<file path="config.mk">
export PLATFORM = sky130hd
export DESIGN_NAME = noc_traffic_pe
export DESIGN_NICKNAME = d
export VERILOG_FILES = /design/src/rtl/noc_pe_pkg.sv /design/src/rtl/noc_pe_lfsr.sv /design/src/rtl/noc_traffic_pe.sv
export SDC_FILE = /design/constraint.sdc
export NUM_CORES = 1
export LEC_CHECK = 0
export CAP_MARGIN = 20
export CORE_MARGIN = 3
export CORE_UTILIZATION = 50
export CTS_CLUSTER_DIAMETER = 40
export DETAILED_ROUTE_END_ITERATION = 6
export GPL_ROUTABILITY_DRIVEN = 0
export PLACE_DENSITY = 0.85
export SLEW_MARGIN = 20
export SYNTH_ARGS = -nofsm -noshare
export SYNTH_HDL_FRONTEND = slang
export SYNTH_SLANG_ARGS = --single-unit
</file>
<file path="constraint.sdc">
create_clock -name clk -period 14.2 [get_ports clk]
set_input_delay 2.84 -clock clk [delete_from_list [all_inputs] [get_ports clk]]
set_output_delay 2.84 -clock clk [all_outputs]
set_load 0.02 [all_outputs]
</file>
<file path="src/rtl/noc_pe_pkg.sv">
// rtl/noc_pe_pkg.sv - shared pattern codes, FSM states and flit field layout for the NoC traffic PE
package noc_pe_pkg;

    typedef enum logic [2:0] {
        PAT_RANDOM     = 3'd0,
        PAT_COMPLEMENT = 3'd1,
        PAT_REVERSE    = 3'd2,
        PAT_ROTATION   = 3'd3,
        PAT_TRANSPOSE  = 3'd4,
        PAT_TORNADO    = 3'd5,
        PAT_NEIGHBOUR  = 3'd6,
        PAT_RANDOM_ALT = 3'd7
    } pattern_e;

    typedef enum logic [1:0] {
        ST_IDLE = 2'd0,
        ST_RUN  = 2'd1,
        ST_DONE = 2'd2
    } state_e;

    // Galois feedback mask for x^16 + x^14 + x^13 + x^11 + 1 (right-shifting form)
    localparam logic [15:0] LFSR_TAPS = 16'hB400;

    // Flit layout, LSB first: ts | 1'b0 | dest | head | valid
    function automatic int flit_width(input int aw, input int tw);
        return tw + aw + 3;
    endfunction

    function automatic int dest_lsb(input int tw);
        return tw + 1;
    endfunction

    function automatic int dest_msb(input int aw, input int tw);
        return tw + aw;
    endfunction

    function automatic logic [15:0] lfsr_seed(input int seed, input int addr);
        logic [15:0] s;
        s = 16'(seed ^ addr);
        return (s == 16'h0000) ? 16'h0001 : s;
    endfunction

endpackage

</file>
<file path="src/rtl/noc_pe_lfsr.sv">
// rtl/noc_pe_lfsr.sv - 16-bit Galois LFSR used for random destinations and the injection gate
module noc_pe_lfsr
    import noc_pe_pkg::*;
#(
    parameter logic [15:0] Seed = 16'h0001
) (
    input  logic        clk,
    input  logic        rst,
    input  logic        en,
    output logic [15:0] state
);

    always_ff @(posedge clk or posedge rst) begin
        if (rst) begin
            state <= Seed;
        end else if (en) begin
            state <= {1'b0, state[15:1]} ^ (state[0] ? LFSR_TAPS : 16'h0000);
        end
    end

endmodule

</file>
<file path="src/rtl/noc_traffic_pe.sv">
// rtl/noc_traffic_pe.sv - NoC traffic generator/sink PE; define PE_LATENCY_STATS_EN to keep latency stats
module noc_traffic_pe
    import noc_pe_pkg::*;
#(
    parameter int Address      = 0,
    parameter int AddressWidth = 2,
    parameter int NumPE        = 4,
    parameter int TsWidth      = 32,
    parameter int PktLimit     = 20,
    parameter int Seed         = 1
) (
    input  logic                              clk,
    input  logic                              rst,
    input  logic                              i_start,
    input  logic [2:0]                        i_pattern,
    input  logic [7:0]                        i_rate,
    output logic [TsWidth+AddressWidth+2:0]   o_data,
    output logic                              o_data_valid,
    input  logic                              i_data_ready,
    input  logic [TsWidth+AddressWidth+2:0]   i_data,
    input  logic                              i_data_valid,
    output logic                              o_data_ready,
    output logic                              o_busy,
    output logic                              o_done,
    output logic [31:0]                       o_sent_cnt,
    output logic [31:0]                       o_recv_cnt,
    output logic [15:0]                       o_err_cnt,
    output logic [47:0]                       o_lat_sum,
    output logic [TsWidth-1:0]                o_lat_max
);

    localparam int AW   = AddressWidth;
    localparam int FW   = flit_width(AddressWidth, TsWidth);
    localparam int DLSB = dest_lsb(TsWidth);
    localparam int DMSB = dest_msb(AddressWidth, TsWidth);

    localparam logic [AW-1:0] ADDR_BITS     = AW'(Address);
    localparam logic [AW-1:0] TORNADO_DEST  = AW'((Address + (NumPE + 1) / 2) % NumPE);
    localparam logic [AW-1:0] NEIGHBOR_DEST = AW'((Address + 1) % NumPE);
    localparam logic [32:0]   LIMIT         = 33'(PktLimit);
    localparam logic [31:0]   LAST_IDX      = 32'(PktLimit - 1);

    state_e             state;
    logic [TsWidth-1:0] ts_cnt;
    logic [15:0]        lfsr;
    logic [AW-1:0]      gen_dest;
    logic [AW-1:0]      rnd;
    logic [32:0]        issued;
    logic               gate;
    logic               accept;
    logic               load;
    logic               last_accept;
    logic [AW-1:0]      rx_dest;
    logic               misc_unused;

    assign o_data_ready = 1'b1;

    noc_pe_lfsr #(
        .Seed (lfsr_seed(Seed, Address))
    ) u_lfsr (
        .clk   (clk),
        .rst   (rst),
        .en    (1'b1),
        .state (lfsr)
    );

    always_ff @(posedge clk or posedge rst) begin
        if (rst) begin
            ts_cnt <= '0;
        end else begin
            ts_cnt <= ts_cnt + 1'b1;
        end
    end

    always_comb begin
        rnd      = lfsr[15 -: AW];
        gen_dest = ADDR_BITS;
        case (pattern_e'(i_pattern))
            PAT_COMPLEMENT: gen_dest = ~ADDR_BITS;
            PAT_REVERSE: begin
                for (int j = 0; j < AW; j++) gen_dest[j] = ADDR_BITS[AW-1-j];
            end
            PAT_ROTATION: begin
                for (int j = 0; j < AW; j++) gen_dest[j] = ADDR_BITS[(j + 1) % AW];
            end
            PAT_TRANSPOSE: begin
                for (int j = 0; j < AW; j++) gen_dest[j] = ADDR_BITS[(j + AW / 2) % AW];
            end
            PAT_TORNADO:   gen_dest = TORNADO_DEST;
            PAT_NEIGHBOUR: gen_dest = NEIGHBOR_DEST;
            default: begin
                // Fold out-of-range random ids back into 0..NumPE-1 with one subtraction
                if (int'(rnd) >= NumPE) begin
                    gen_dest = AW'(int'(rnd) - NumPE);
                end else begin
                    gen_dest = rnd;
                end
            end
        endcase
    end

    // A pending flit counts as issued so the run never overshoots PktLimit
    assign issued      = {1'b0, o_sent_cnt} + 33'(o_data_valid);
    assign gate        = (i_rate == 8'hFF) || (lfsr[7:0] < i_rate);
    assign accept      = o_data_valid && i_data_ready;
    assign load        = (state == ST_RUN) && (!o_data_valid || i_data_ready) && (issued < LIMIT) && gate;
    assign last_accept = accept && (o_sent_cnt == LAST_IDX);

    always_ff @(posedge clk or posedge rst) begin
        if (rst) begin
            state        <= ST_IDLE;
            o_busy       <= 1'b0;
            o_done       <= 1'b0;
            o_sent_cnt   <= '0;
            o_data_valid <= 1'b0;
            o_data       <= '0;
        end else begin
            case (state)
                ST_RUN: begin
                    if (accept) begin
                        o_sent_cnt <= o_sent_cnt + 1'b1;
                    end
                    if (last_accept) begin
                        state  <= ST_DONE;
                        o_busy <= 1'b0;
                        o_done <= 1'b1;
                    end
                end
                default: begin
                    if (i_start) begin
                        state      <= ST_RUN;
                        o_busy     <= 1'b1;
                        o_done     <= 1'b0;
                        o_sent_cnt <= '0;
                    end
                end
            endcase

            if (load) begin
                o_data_valid <= 1'b1;
                o_data       <= {2'b11, gen_dest, 1'b0, ts_cnt};
            end else if (accept) begin
                o_data_valid <= 1'b0;
            end
        end
    end

    assign rx_dest = i_data[DMSB:DLSB];

    always_ff @(posedge clk or posedge rst) begin
        if (rst) begin
            o_recv_cnt <= '0;
            o_err_cnt  <= '0;
        end else if (i_data_valid) begin
            o_recv_cnt <= o_recv_cnt + 1'b1;
            if ((rx_dest != ADDR_BITS) && (o_err_cnt != 16'hFFFF)) begin
                o_err_cnt <= o_err_cnt + 1'b1;
            end
        end
    end

`ifdef PE_LATENCY_STATS_EN
    logic [TsWidth-1:0] rx_lat;

    assign rx_lat = ts_cnt - i_data[TsWidth-1:0];

    always_ff @(posedge clk or posedge rst) begin
        if (rst) begin
            o_lat_sum <= '0;
            o_lat_max <= '0;
        end else if (i_data_valid) begin
            o_lat_sum <= o_lat_sum + 48'(rx_lat);
            if (rx_lat > o_lat_max) begin
                o_lat_max <= rx_lat;
            end
        end
    end
`else
    assign o_lat_sum = '0;
    assign o_lat_max = '0;
`endif

    // Header bits of incoming flits and the unused LFSR middle bits carry no state here
    assign misc_unused = ^{i_data[FW-1:DMSB+1], i_data[TsWidth:0], lfsr};

endmodule
</file>
==> summary.txt, run 1 <==
Outcome
  – Status: finished, final reports clean

Power
  – Final Power: 1.26 mW
  – Leakage Power: between 4 and 5 nW
  – VDD IR max: around 0.13 mV
  – Reg power frac: 0.433
  – Clock Power Share: 0.391
  – Net Sw Power: 0.374 mW
  – P_int: ~0.9 mW
  – Pwr/cell area: 122 mW/mm2
  – Sw Share: 0.296
  – Comb power frac: 0.177

Final layout
  – Final instance area: a little over 0.01 mm2
  – Antenna cells: 0
  – Most frequent cells in the layout: dfrtp_1 (165), clkdlybuf4s50_1 (136), conb_1 (82), xnor2_1 (69), nand2_1 (58)
  – Fillers: between 1k and 1.5k
  – Share of cells above drive strength 1: 0.0982
  – Commonest non-fill, non-tap cell in the layout: dfrtp_1
  – Area Overhead vs Synth: 19.8%
  – Fin nets: 988

Setup path
  – Crit Path Category: primary input to flip-flop
  – Worst Path Max Fanout: 36
  – Cell chain of the critical path: clkdlybuf4s50_1 -> inv_1 -> a21oi_1 -> o211ai_1 -> a2111oi_0 -> nand4_1 -> nor4_1 -> and4_2 -> buf_4 -> mux2_2
  – Reg-to-Reg Start: o_sent_cnt[8]
  – Cells on worst reg2reg path: 9
  – Crit path max-delay cell type: clkdlybuf4s50_1
  – CP max stage delay: between 0.5 and 0.6 ns
  – Worst Setup Start Kind: primary input
  – Buf/Inv on CP: 3
  – Req. time, crit path: 14.50 ns
  – Critical path data arrival time: 5.81 ns
  – CP Capture Type: flip-flop
  – R2r endpoint: o_data[5]
  – Delay-heaviest family, CP: buffers and inverters
  – Reg2Reg Setup Slack: 10.70 ns

Hold path
  – Worst hold path endpoint: u_lfsr.state[7]
  – WHS Path Cells: 0
  – Hold_sp: u_lfsr.state[8]
  – Hold crit path type: flip-flop to flip-flop

Clocking
  – CTS tree: done
  – H-tree levels: 4
  – CTS buffer count: 17
  – Max clock buf depth: 2
  – Post-CTS Setup Repair Bufs: 0
  – Clock transition at path regs: 0.07 ns
  – Clk_lat worst skew: 0.42 ns
  – CTS Sinks: approximately 170
  – Clock Tree Root: clkbuf_16
  – Post-cts hold buffer count: 0
  – Resized cells post-CTS: 0

Timing
  – Period utilization: 0.388
  – Max transition margin: 0.408
  – Fin Clk Skew: 0.0127 ns
  – Post-layout min period: 5.51 ns
  – Final setup vio count: 0
  – Setup Total Neg Slack: 0 ns
  – FMAX: 182 MHz
  – Unrepaired setup endpoints after global routing: no
  – Final Hold Vio Count: 0
  – Worst-Margin Slew: 0.887 ns
  – Max-slew violations: 0

Drt
  – Routed WL per cell: 15.9 um
  – # DRC: 0
  – Final ANT Viol Nets: 0
  – Metal-1 WL: 7940 um
  – Vias/cell: 5.27
  – Met3 wire len: 1360 um
  – Initial drt markers: between 500 and 600
  – Max layer used: met4
  – DRT Wirelength: 18400 um
  – Initial DRT Pass Iterations: 5
  – Wire length on met2: a little under 9000 um
  – Vias: ~6.1k

Global route
  – Vias in the first global route: roughly 5.8k
  – First-pass GRT wire length: roughly 30000 um
  – Largest net degree at the start of global routing: 99
  – GR Util All Layers: 0.198
  – Antenna violations before repair: 0
  – Grt ovf: 0

Synth
  – Largest family of logic cells by synthesized area: simple AND/OR/NAND/NOR gates
  – Multiplexer share of the synthesized area: 0.0634
  – Post-synth top flop: dfrtp_1
  – Distinct cells, synth: 64
  – Async SR Flop Fraction: 1.00
  – Mapped Area: between 0.008 and 0.009 mm2
  – Syn Area/Cell: 10.9 um2
  – Gate Count Post-Synth: roughly 800
  – EDFF count, synth: 0
  – YS warnings: 0
  – Synth Area in Compound Gates: 0.0442
  – Synthesized-area fraction occupied by adder cells: 0.0159
  – Post-Synth Simple-Gate Area: 0.178
  – Synthesis-stage register bit count: around 170
  – Xor/xnor share of the synthesized area: 0.105
  – Register area share after synthesis: 0.480

Place
  – Placed Area: 0.00974 mm2
  – Post-DP HPWL: about 13000 um
  – PortBufs: 136

Floorplan
  – Die H: between 100 and 150 um
  – I/O pin count: between 200 and 300
  – Core area: approximately 0.017 mm2
  – DIE AREA: 0.0189 mm2
  – Initial core utilization: 0.517
  – Die Span X: 138 um
  – Rows: 47

Job
  – Max-cap violations: 0
flip-flops by register name, indices dropped and copies added (netlist names):
signal	cells
ts_cnt	32
o_data_valid	1
state	1
o_data	35
o_done	1
o_err_cnt	16
o_recv_cnt	32
u_lfsr.state	16
o_sent_cnt	32
through the flow:
stage	hold WS, ns	utilization	setup slack (ns)	instances
final	0.357	0.619	8.69	1157
after global placement	0.335	0.581	8.33	1125
after CTS	0.362	0.619	8.68	1157
after global routing	0.365	0.619	8.48	1157
after floorplan	0.331	-	6.87	878
after detailed placement	0.335	0.581	8.27	1125
cell type report:
| class | instances | area, um2 | share of cell area |
|---|---|---|---|
| tap | 220 | 275 | 0.0265 |
| clock inverter | 15 | 208 | 0.0200 |
| clock buffer | 17 | 425 | 0.0410 |
| inverter | 23 | 91.3 | 0.00880 |
| sequential | 166 | 4160 | 0.400 |
| timing repair buffer | 139 | 1380 | 0.133 |
| multi-input combinational | 577 | 3840 | 0.370 |
worst max-delay path by stage:
stage / startpoint / end / slack, ns / cells after the start
floorplan: rst / o_data[0] / 6.87 / 1
global placement: i_data_ready / o_data[7] / 8.33 / 10
detailed placement: i_data_ready / o_data[5] / 8.27 / 10
CTS: i_data_ready / o_data[5] / 8.68 / 10
global route: i_data_ready / o_data[5] / 8.48 / 10
finish: i_data_ready / o_data[5] / 8.69 / 10
kinds of logic (layout without fill, tap and decap cells):
family	count (synthesis)	after routing
other	2	82
buffers and inverters	135	194
AND/OR/NAND/NOR	279	279
multiplexers	40	40
XOR/XNOR	104	104
flip-flops	166	166
adder cells (fa/ha/maj)	11	11
AO/OA/AOI/OAI	61	61
routing by layer:
metal,vias to the layer above,global-route usage
li1,2864,-
met1,2942,0.272
met2,267,0.308
met3,30,0.0497
met4,0,0.0649
met5,-,0
power groups by stage:
stage               logic, mW  registers, mW  clock network [mW]
global route            0.242          0.554               0.525
CTS                     0.226          0.546               0.505
finish                  0.223          0.546               0.493
floorplan               0.135          0.580                   0
detailed placement      0.226          0.553                   0
global placement        0.222          0.553                   0
cell usage after synthesis, types with 7 or more instances:
library cell,instances,area share
ha_1,11,0.016
nand3_1,42,0.024
o21ai_0,20,0.012
xnor2_1,69,0.070
nor2_1,46,0.020
nor3_1,9,0.0052
mux2_2,11,0.014
and3_1,26,0.019
nand2_1,58,0.025
and4_1,13,0.013
nand4_1,33,0.024
or3_1,10,0.0072
nor4_1,11,0.0079
and2_1,7,0.0051
a21oi_1,15,0.0087
inv_1,23,0.010
clkbuf_1,13,0.0056
dfrtp_1,165,0.48
mux2_4,27,0.047
buf_4,85,0.074
xor2_1,35,0.035
Note: power is estimated with default switching activity, not from simulation.
==> run 2, diff against run 1 <==
--- a/config.mk
+++ b/config.mk
@@ -7,11 +7,11 @@
 export LEC_CHECK = 0
 export CAP_MARGIN = 20
 export CORE_MARGIN = 3
-export CORE_UTILIZATION = 50
+export CORE_UTILIZATION = 43
 export CTS_CLUSTER_DIAMETER = 40
 export DETAILED_ROUTE_END_ITERATION = 6
 export GPL_ROUTABILITY_DRIVEN = 0
-export PLACE_DENSITY = 0.85
+export PLACE_DENSITY = 0.78
 export SLEW_MARGIN = 20
 export SYNTH_ARGS = -nofsm -noshare
 export SYNTH_HDL_FRONTEND = slang
==> constraint.sdc (replaced) <==
create_clock -name clk -period 4.65 [get_ports clk]
set_input_delay 0.93 -clock clk [delete_from_list [all_inputs] [get_ports clk]]
set_output_delay 0.93 -clock clk [all_outputs]
set_load 0.02 [all_outputs]
==> summary.txt, run 2 (synthesized netlist as in run 1, its figures left out) <==
Outcome
  – Status: finished, final reports clean

Floorplan
  – Die H: 148 um (+7.5%)
  – Rows: 51 (+8.5%)
  – Initial core utilization: 0.441 (-0.0761)
  – DIE AREA: 0.0219 mm2 (+16%)
  – I/O pin count: 254 (unchanged)
  – Die Span X: 148 um (+7.5%)
  – Core area: 0.0197 mm2 (+17%)

Power
  – Leakage Power: 4.73 nW (-0.42%)
  – Final Power: 3.72 mW (+190%)
  – VDD IR max: 0.289 mV (+130%)
  – Pwr/cell area: 357 mW/mm2 (+190%)

Clocking
  – Clock transition at path regs: 0.07 ns (about the same)
  – CTS Sinks: 166 (unchanged)
  – H-tree levels: 4 (unchanged)
  – Clock Tree Root: clkbuf_16
  – CTS tree: done
  – Resized cells post-CTS: 0 (unchanged)
  – Max clock buf depth: 2 (unchanged)
  – Post-CTS Setup Repair Bufs: 0 (unchanged)
  – Post-cts hold buffer count: 0 (unchanged)
  – Clk_lat worst skew: 0.42 ns (about the same)
  – CTS buffer count: 17 (unchanged)

Place
  – Post-DP HPWL: 12900 um (+1.4%)
  – PortBufs: 136 (unchanged)
  – Cells after DPL: 1173 (+4.3%)

Global route
  – First-pass GRT wire length: 30200 um (+0.97%)
  – Vias in the first global route: 5852 (+0.26%)
  – Antenna violations before repair: 0 (unchanged)
  – GR Util All Layers: 0.168 (-0.0302)
  – Largest net degree at the start of global routing: 89 (-10%)
  – Grt ovf: 0 (unchanged)

Job
  – Max-cap violations: 0 (unchanged)

Timing
  – Max transition margin: 0.500 (+0.0914)
  – Fin Clk Skew: 0.0119 ns (-0.000851 ns)
  – Final Hold Vio Count: 0 (unchanged)
  – Final setup vio count: 0 (unchanged)
  – Period utilization: 0.701
  – Max-slew violations: 0 (unchanged)
  – FMAX: between 300 and 400 MHz
  – Post-layout min period: between 3 and 4 ns
  – Unrepaired setup endpoints after global routing: no
  – Setup Total Neg Slack: 0 ns (unchanged)
  – Worst-Margin Slew: 0.740 ns (-0.148 ns)

Final layout
  – Share of cells above drive strength 1: 0.0989 (+0.000750)
  – Non-filler cells, final: 1205 (+4.1%)
  – Largest Register: o_data
  – Area Overhead vs Synth: 20.1%
  – Antenna cells: 0 (unchanged)
  – Fin nets: 991 (+0.30%)
  – Largest register FFs: 35 (unchanged)
  – Most frequent cells in the layout: dfrtp_1 (165), clkdlybuf4s50_1 (136), conb_1 (82), xnor2_1 (69), nand2_1 (58)
  – Commonest non-fill, non-tap cell in the layout: dfrtp_1

Hold path
  – WHS Path Cells: 0 (unchanged)
  – Hold_sp: u_lfsr.state[8]
  – Hold crit path type: flip-flop to flip-flop

Drt
  – # DRC: 0 (unchanged)
  – Routed WL per cell: 15.0 um (-5.7%)
  – Vias: 6038 (-1.1%)
  – Initial DRT Pass Iterations: 6 (+1)
  – Vias/cell: 5.01 (-5.0%)
  – Initial drt markers: 428 (-22%)
  – DRT Wirelength: 18100 um (-1.8%)
  – Final ANT Viol Nets: 0 (unchanged)

Setup path
  – Cells on worst reg2reg path: 9 (unchanged)
  – Critical path data arrival time: 3.57 ns (-2.24 ns)
  – Reg-to-Reg Start: o_sent_cnt[9]
  – Worst Setup Start Kind: primary input
  – CP startpoint: i_rate[5]
  – Req. time, crit path: 4.96 ns (-9.54 ns)
  – CP Capture Type: flip-flop
  – Worst Path Max Fanout: 36 (unchanged)
  – Crit Path Category: primary input to flip-flop
-- run 2: power breakdown --
group | switching, mW | internal (mW) | total, mW
clock | 0.601 | 0.762 | 1.36
sequential | 0.135 | 1.54 | 1.67
combinational | 0.374 | 0.310 | 0.685
total | 1.11 | 2.61 | 3.72
-- run 2: path summary, 6_finish.rpt --
check | end | slack, ns
setup reg to reg | o_data[5] | 1.45
hold / removal | u_lfsr.state[7] | 0.34
hold reg to reg | u_lfsr.state[7] | 0.34
min in group asynchronous | u_lfsr.state[2] | 0.93
setup / recovery | o_data[5] | 1.39
max in group asynchronous | ts_cnt[25] | 2.85
-- run 2: area by class of cell --
cell class | instances | area [um2]
Clock buffer | 20 | 447
Timing Repair Buffer | 142 | 1430
Inverter | 23 | 90.1
Tap cell | 265 | 332
Fill cell | 1748 | 9240
Sequential cell | 166 | 4160
Clock inverter | 12 | 118
Multi-Input combinational cell | 577 | 3840
-- run 2: per-stage QoR --
stage           util  instance area (um2)  worst slack, ns  hold slack (ns)
2_1_floorplan      -                 8970             1.61            0.331
3_3_place_gp   0.501                 9840            0.980            0.333
3_5_place_dp   0.501                 9840            0.903            0.338
4_1_cts        0.530                10400             1.37            0.350
5_1_grt        0.530                10400             1.14            0.354
6_report       0.530                10400             1.39            0.345
-- run 2: layer usage --
| layer | wire [um] | part of all wire | track usage |
|---|---|---|---|
| met1 | 7910 | 0.44 | 0.232 |
| met2 | 8720 | 0.48 | 0.265 |
| met3 | 1110 | 0.061 | 0.0389 |
| met5 | 0 | 0 | 0 |
| met4 | 361 | 0.020 | 0.0531 |
-- run 2: worst max-delay path: stages --
cell and delay (ns):
clkdlybuf4s50_1 0.47, inv_1 0.05, ha_1 0.32, a2111oi_0 0.38, a31oi_1 0.19, nor4_1 0.28
and4_2 0.28, buf_12 0.26, mux2_2 0.38
==> run 3, diff against run 2 <==
==> constraint.sdc (replaced) <==
create_clock -name clk -period 2.6 [get_ports clk]
set_input_delay 0.52 -clock clk [delete_from_list [all_inputs] [get_ports clk]]
set_output_delay 0.52 -clock clk [all_outputs]
set_load 0.02 [all_outputs]
==> summary.txt, run 3 (synthesized netlist as in run 1, its figures left out) <==
Power
  – Pwr/cell area: 605 mW/mm2 (+69%)
  – P_int: 4.92 mW (+88%)
  – Leakage Power: 5.42 nW (+14%)
  – Reg power frac: 0.421 (-0.029)
  – Comb power frac: 0.210 (+0.026)
  – Clock Power Share: 0.369 (+0.003)
  – VDD IR max: 0.517 mV (+79%)
  – Final Power: 6.99 mW (+88%)
  – Net Sw Power: 2.07 mW (+87%)
  – Sw Share: 0.296 (-0.00203)

Hold path
  – WHS Path Cells: 0 (unchanged)
  – Hold crit path type: flip-flop to flip-flop

Clocking
  – CTS tree: done
  – H-tree levels: 4 (unchanged)
  – Post-cts hold buffer count: 0 (unchanged)
  – CTS buffer count: 17 (unchanged)
  – Clk_lat worst skew: 0.43 ns (about the same)
  – CTS Sinks: 166 (unchanged)
  – Clock Tree Root: clkbuf_16
  – Clock transition at path regs: 0.07 ns (about the same)
  – Max clock buf depth: 2 (unchanged)

Place
  – Post-DP HPWL: 15000 um (+17%)
  – Placed Area: 0.0107 mm2 (+9.0%)
  – Pre-CTS setup slack: -0.711 ns (-1.61 ns)
  – Cells after DPL: 1279 (+9.0%)
  – PortBufs: 136 (unchanged)

Timing
  – Final setup vio count: 36 (+36)
  – Unrepaired setup endpoints after global routing: yes
  – FMAX: about 350 MHz
  – Period utilization: 1.10
  – Fin Clk Skew: 0.0167 ns (+0.00485 ns)
  – Worst-Margin Slew: 0.537 ns (-0.203 ns)
  – Post-layout min period: approximately 2.9 ns
  – Max-slew violations: 0 (unchanged)
  – Max transition margin: 0.639 (+0.139)
  – Final Hold Vio Count: 0 (unchanged)
  – Setup WS post-layout: -0.258 ns (-1.65 ns)

Final layout
  – Most frequent cells in the layout: dfrtp_1 (148), clkdlybuf4s50_1 (136), buf_4 (112), conb_1 (82), xnor2_1 (68)
  – Non-filler cells, final: 1325 (+10%)
  – Fin nets: 1111 (+12%)
  – Commonest non-fill, non-tap cell in the layout: dfrtp_1
  – Largest Register: o_data
  – Area Overhead vs Synth: 33.3%
  – Largest register FFs: 35 (unchanged)
  – Fin util: 0.588 (+0.0581)
  – Final instance area: 0.0116 mm2 (+11%)
  – Antenna cells: 0 (unchanged)
  – Share of cells above drive strength 1: 0.225 (+0.127)

Global route
  – Antenna violations before repair: 0 (unchanged)
  – First-pass GRT wire length: 32900 um (+9.1%)
  – Largest net degree at the start of global routing: 49 (-45%)
  – Global Route met2 Usage: 0.295 (+0.0296)
  – Vias in the first global route: 6433 (+9.9%)
  – Met1 Track Usage GR: 0.252 (+0.0204)
  – Grt ovf: 0 (unchanged)
  – GR Util All Layers: 0.185 (+0.0168)
  – GRT Max-Usage Layer: met2
  – Met3 usage: 0.0331 (-0.00582)

Floorplan
  – I/O pin count: 254 (unchanged)
  – Initial core utilization: 0.441 (unchanged)
  – Rows: 51 (unchanged)
  – DIE AREA: 0.0219 mm2 (unchanged)
  – Core area: 0.0197 mm2 (unchanged)
  – Die H: 148 um (unchanged)
  – Die Span X: 148 um (unchanged)

Setup path
  – Cells on worst reg2reg path: 10 (+1)
  – CP Capture Type: flip-flop
  – Crit Path Category: flip-flop to flip-flop
  – Worst Setup Start Kind: flip-flop
  – Critical path data arrival time: 3.16 ns (-0.41 ns)
  – Worst Path Max Fanout: 10 (-72%)
  – Req. time, crit path: 2.90 ns (-2.06 ns)

Outcome
  – Violated checks: negative setup slack
  – Status: finished with violations

Drt
  – Vias: 6591 (+9.2%)
  – Initial DRT Pass Iterations: 5 (-1)
  – # DRC: 0 (unchanged)
  – Routed WL per cell: 15.5 um (+3.0%)
  – Initial drt markers: 419 (-2.1%)
  – Vias/cell: 4.97 (-0.73%)
  – Final ANT Viol Nets: 0 (unchanged)
  – DRT Wirelength: 20500 um (+13%)

Job
  – Max-cap violations: 0 (unchanged)
-- run 3: area by class of cell --
cell class / count / area (um2)
Clock buffer: 19 / 443
Inverter: 23 / 90.1
Timing Repair Buffer: 262 / 2420
Fill cell: 1623 / 8100
Tap cell: 265 / 332
Clock inverter: 13 / 158
Multi-Input combinational cell: 577 / 3930
Sequential cell: 166 / 4180
-- run 3: routing by layer --
metal | vias to the layer above | wire [um]
li1 | 3095 | -
met1 | 3206 | 8920
met2 | 248 | 9940
met3 | 42 | 1160
met4 | 0 | 479
met5 | - | 0
-- run 3: critical path, stage by stage, from the launching register on --
cell     delay [ns]
dfrtp_2        0.41
nand4_4        0.13
buf_6          0.16
nor4_4         0.46
and2_4         0.23
a31o_4         0.14
nand4_1        0.09
nor4_1         0.28
and4_4         0.35
buf_12         0.17
mux2_4         0.30
-- run 3: repair_timing --
action,4_1_cts,5_1_grt
setup endpoints to repair,36,36
cloned,2,0
pin swaps,6,8
buffers inserted,14,1
resized for setup,21,6
-- run 3: final timing paths --
| path | startpoint | end | slack (ns) |
|---|---|---|---|
| worst max-delay path | o_sent_cnt[5] | o_data[26] | -0.26 |
| min in group asynchronous | rst | o_sent_cnt[23] | 0.45 |
| max in group asynchronous | rst | o_sent_cnt[5] | 1.55 |
| worst min register to register | u_lfsr.state[10] | u_lfsr.state[9] | 0.36 |
| worst max register to register | o_sent_cnt[5] | o_data[26] | -0.26 |
| worst min-delay path | u_lfsr.state[10] | u_lfsr.state[9] | 0.36 |
-- run 3: through the flow --
step	setup TNS, ns	hold slack (ns)
final	-8.20	0.355
after CTS	-7.79	0.359
after detailed placement	-24.27	0.340
after floorplan	-11.82	0.331
after global placement	-20.44	0.335
after global routing	-12.91	0.359
-- run 3: power groups by stage --
| stage | Sequential (mW) | Combinational (mW) | Clock, mW |
|---|---|---|---|
| after floorplan | 3.18 | 0.752 | 0 |
| after global placement | 2.98 | 1.38 | 0 |
| after detailed placement | 2.98 | 1.40 | 0 |
| after CTS | 2.94 | 1.52 | 2.63 |
| after global routing | 2.98 | 1.57 | 2.74 |
| final | 2.94 | 1.47 | 2.58 |
==> patch 1: new RTL, config.mk and constraints of run 3 <==
The option `PE_LATENCY_STATS_EN` is turned on by a define.
--- a/src/rtl/noc_traffic_pe.sv
+++ b/src/rtl/noc_traffic_pe.sv
@@ -1,4 +1,6 @@
 // rtl/noc_traffic_pe.sv - NoC traffic generator/sink PE; define PE_LATENCY_STATS_EN to keep latency stats
+`define PE_LATENCY_STATS_EN
+
 module noc_traffic_pe
     import noc_pe_pkg::*;
 #(
Check against the original RTL: not equivalent (Yosys sat finds a counterexample within 4 cycles, from zero or initial values and one cycle with rst high).
==> patch 1 against run 3 <==
- the run still ends with setup timing left
- count of clock-buffer cells in the layout increased by 29
- power increased to 3.3 times the old value
- area after synthesis increased by 73%
- routed wire length increased to 2.8 times the old value
- setup slack got worse by 2.1 ns
- via count increased by 140%
- final area increased by 110%
- synthesized cell count increased by 94%
- sequential cell count increased by 80
- first-iteration DRC count increased to 2.5 times the old value
- cell count increased by 100%
==> patch 1: results (changes against run 3) <==
status: "finished, violations left"  # unchanged
setup_ws_ns: -2.35  # was -0.258 ns
h-tree-depth: 2  # was 4
grt_pass1_wl_um: 77900  # was 32900 µm
drt_iter0_markers: 1049  # was 419
wire_per_inst_um: 21.4  # was 15.5 µm
rr_endpoint: "o_lat_sum[26]"  # was o_data[26]
track_usage_pct: 26.2  # was 18.5%
n_fill_cell: 2148  # was 1623
synthAdderAreaFrac_pct: 9.22  # was 1.59%
yosys-top-cells-count: "dfrtp_1 (245), nand2_1 (143), ha_1 (107), nor2_1 (106), xnor2_1 (104)"  # was dfrtp_1 (165), buf_4 (85), xnor2_1 (69), nand2_1 (58), nor2_1 (46)
violations: "setup timing"  # unchanged
synth_mux_area_share_pct: 6.66  # was 6.34%
synth_xor_area_share_pct: 9.37  # was 10.5%
grt_max_degree: 72  # was 49
io_buffers: 248  # was 136
clk_latency_ns: 0.56  # was 0.43 ns
worstReg2RegStart: "ts_cnt[0]"  # was o_sent_cnt[5]
r2r_cells: 19  # was 10
largest_reg_flops: 48  # was 35
synthDistinctLibCells: 73  # was 64
clockBufferDepth: 3  # was 2
via_per_inst: 5.77  # was 4.97
ir_drop_mv: 0.694  # was 0.517 mV
dp_slack_ns: -2.49  # was -0.711 ns
cts_made_buffers: 41  # was 17
grt_pass1_vias: 15400  # was 6433
setup_viol: 113  # was 36
nNetsFinal: 2387  # was 1111
hold_path_class: "primary input to async pin"  # was register to register
patch 1: cell count changes in the layout (fill, tap and decap cells not counted), moves of 29 or more:
cell	run 3	this run
a21o_1	2	32
buf_4	112	381
clkbuf_16	17	46
clkdlybuf4s50_1	136	244
conb_1	82	2
dfrtp_1	148	234
ha_1	11	83
inv_1	22	96
nand2_1	58	120
nor2_1	45	87
patch 1: through the flow:
step | instance area, µm² | instances
finish | 24600 | 2706
global route | 24600 | 2706
CTS | 23400 | 2664
detailed placement | 20900 | 2552
global placement | 20900 | 2552
floorplan | 15400 | 1548
patch 1: routing by layer:
metal | vias up | GRT usage, % | wire length (µm)
met1 | 7515 | 28.7 | 19900
met3 | 323 | 6.63 | 5460
met4 | 2 | 13.8 | 4160
met2 | 892 | 46.4 | 28500
met5 | - | 0 | 20
li1 | 6881 | - | -
patch 1: kinds of logic after synthesis:
kind of cell	after synthesis
mux	80
compound gates	304
flops	246
fa+ha+maj	109
simple gates	499
buf+inv	148
xor+xnor	160
other cells	2
patch 1: cell type report:
type | instances | share of cell area, %
multi-input combinational | 1155 | 40.2
sequential | 246 | 25.1
timing repair buffer | 679 | 24.6
clock buffer | 48 | 4.61
tap | 448 | 2.28
clock inverter | 28 | 1.62
inverter | 102 | 1.58
patch 1: critical path, cell delays in order (launching register included):
cell	delay [ns]
dfrtp_1	0.39
inv_2	0.08
ha_4	0.13
inv_2	0.03
fa_2	0.34
a211oi_2	0.18
nor2_1	0.08
o32a_1	0.36
o2111ai_2	0.24
nand3_4	0.14
a31oi_1	0.55
xnor2_2	0.30
ha_2	0.48
nand4_1	0.15
buf_4	0.20
nor3_4	0.23
a211oi_2	0.14
nand2b_1	0.15
a31oi_1	0.11
or4_1	0.51
patch 1: what timing repair did:
action	CTS	global route
pin swaps	48	91
endpoints found under the setup margin	112	114
gates resized for setup	131	186
gates cloned	4	4
setup buffers	32	44
patch 1: worst max path at each step:
stage / slack (ns) / depth (start not counted) / startpoint / endpoint
after floorplan: -1.65 / 19 / i_data[0] / o_lat_max[17]
after global placement: -2.39 / 20 / i_data[0] / o_lat_sum[43]
after detailed placement: -2.49 / 21 / i_data[0] / o_lat_max[30]
after CTS: -1.87 / 21 / ts_cnt[0] / o_lat_max[30]
after global routing: -2.50 / 19 / ts_cnt[0] / o_lat_sum[26]
final: -2.35 / 19 / ts_cnt[0] / o_lat_sum[26]
patch 1: report_power, final:
part | internal, W | switching [W]
registers | 0.00449 | 0.000856
clock network | 0.00396 | 0.00208
logic | 0.00571 | 0.00589
==> patch 2: new RTL, config.mk and constraints of run 3 <==
Without the edit above. Put one more register stage on the output `o_err_cnt`, cleared by the reset. The value now appears one clock later. The other outputs are not delayed to match.
--- a/src/rtl/noc_traffic_pe.sv
+++ b/src/rtl/noc_traffic_pe.sv
@@ -39,6 +39,8 @@
     localparam logic [AW-1:0] NEIGHBOR_DEST = AW'((Address + 1) % NumPE);
     localparam logic [32:0]   LIMIT         = 33'(PktLimit);
     localparam logic [31:0]   LAST_IDX      = 32'(PktLimit - 1);
+
+    logic [15:0] o_err_cnt_s0;
 
     state_e             state;
     logic [TsWidth-1:0] ts_cnt;
@@ -150,11 +152,11 @@
     always_ff @(posedge clk or posedge rst) begin
         if (rst) begin
             o_recv_cnt <= '0;
-            o_err_cnt  <= '0;
+            o_err_cnt_s0 <= '0;
         end else if (i_data_valid) begin
             o_recv_cnt <= o_recv_cnt + 1'b1;
-            if ((rx_dest != ADDR_BITS) && (o_err_cnt != 16'hFFFF)) begin
-                o_err_cnt <= o_err_cnt + 1'b1;
+            if ((rx_dest != ADDR_BITS) && (o_err_cnt_s0 != 16'hFFFF)) begin
+                o_err_cnt_s0 <= o_err_cnt_s0 + 1'b1;
             end
         end
     end
@@ -183,4 +185,12 @@
     // Header bits of incoming flits and the unused LFSR middle bits carry no state here
     assign misc_unused = ^{i_data[FW-1:DMSB+1], i_data[TsWidth:0], lfsr};
 
+    always_ff @(posedge clk or posedge rst) begin
+        if (rst) begin
+            o_err_cnt <= '0;
+        end else begin
+            o_err_cnt <= o_err_cnt_s0;
+        end
+    end
+
 endmodule
Formal check against the unedited RTL: not equivalent (Yosys sat finds a counterexample within 4 cycles, from zero or initial values and one cycle with rst high).
==> patch 2 against run 3 <==
- worst hold slack about the same
- sequential cell count up 16
- the flow still finishes with violations (setup timing)
- setup slack got worse by 0.37 ns
- power decreased by 8.7%
- cell count grew 3.3%
- fmax down 11%
- clock power decreased by 5%
- routed wire length grew 8.8%
- first-iteration DRC count down 7.9%
- clock skew fell by 0.0066 ns
- global-route usage rose by 0.84 points
- area after synthesis rose by 4.5%
- final area rose by 3.8%
==> patch 2: results (changes against run 3) <==
status: "finished, violations left"  # unchanged
arrival_ns: 3.53  # was 3.16 ns
violations: "setup timing"  # unchanged
via_per_inst: 5.13  # was 4.97
whs_ns: 0.356  # was 0.355 ns
clock_skew_ns: 0.0101  # was 0.0167 ns
cp_slowest_stage_delay_ns: 0.50  # was 0.46 ns
grt_max_degree: 58  # was 49
grt_pass1_wl_um: 35200  # was 32900 µm
track_usage_pct: 19.3  # was 18.5%
ir_drop_mv: 0.597  # was 0.517 mV
setup_ws_ns: -0.626  # was -0.258 ns
ctsResizeCount: 4  # was 21
cts_setup_buffers: 0  # was 14
yosysSeqAreaShare_pct: 50.3  # was 48.0%
dp_slack_ns: -0.719  # was -0.711 ns
crit_start: "o_sent_cnt[7]"  # was o_sent_cnt[5]
setup_tns_ns: -21.31  # was -8.20 ns
drt_iter0_markers: 386  # was 419
rr_endpoint: "o_data[4]"  # was o_data[26]
synthTopCellsByArea: "dfrtp_1 (50%), buf_4 (6.9%), xnor2_1 (6.3%), mux2_4 (4.5%), nand4_1 (3.3%)"  # was dfrtp_1 (48%), buf_4 (7.4%), xnor2_1 (7.0%), mux2_4 (4.7%), xor2_1 (3.5%)
syn_inst: 835  # was 798
setup_viol: 36  # unchanged
slowest_stage: "or4_4"  # was nor4_4
nNetsFinal: 1150  # was 1111
path_max_fanout: 17  # was 10
## patch 2: cell count changes after synthesis, sizes merged, moves of 7 or more
cell          run 3  this run
and3             26        16
nor4             13        20
dfrtp           165       181
or4               2        12
and4             15         7
nand4            36        49
buf              91        98
mux2i             2        11
nor3              9        16
## patch 2: per-layer routing
metal / GRT usage, % / vias to the layer above / part of all wire [%]
li1: - / 3274 / -
met1: 26.4 / 3445 / 45
met2: 30.1 / 271 / 47
met3: 4.88 / 37 / 6.9
met4: 6.57 / 0 / 1.8
met5: 0 / - / 0
## patch 2: worst min-delay path by stage
stage	startpoint	cells past startpoint	endpoint
floorplan	u_lfsr.state[12]	0	u_lfsr.state[11]
finish	u_lfsr.state[12]	0	u_lfsr.state[11]
global placement	u_lfsr.state[8]	0	u_lfsr.state[7]
detailed placement	u_lfsr.state[10]	0	u_lfsr.state[9]
CTS	u_lfsr.state[12]	0	u_lfsr.state[11]
global route	u_lfsr.state[12]	0	u_lfsr.state[11]
## patch 2: cell type report
cell class                 instances  area (µm²)  share of cell area [%]
timing repair buffer             267        2410                    20.1
clock inverter                    13         113                   0.939
clock buffer                      19         453                    3.78
tap                              270         338                    2.82
inverter                          24        93.8                   0.782
multi-input combinational        594        4000                    33.4
sequential                       182        4580                    38.2
## patch 2: where the power goes
part	leakage, nW	switching, W	internal [W]
combinational	2.88	0.000448	0.000319
clock	0.280	0.00116	0.00131
sequential	2.42	0.000167	0.00298
## patch 2: cells by family after synthesis
kind of cell	after synthesis	share of synthesized area [%]
muxes	46	6.69
xor gates and xnor gates	96	9.28
adders and majority gates	11	1.52
other	2	0.0829
DFF	182	50.3
buffers and inverters	139	9.89
AOI/OAI and AO/OA	60	4.49
and+or+nand+nor	299	17.7
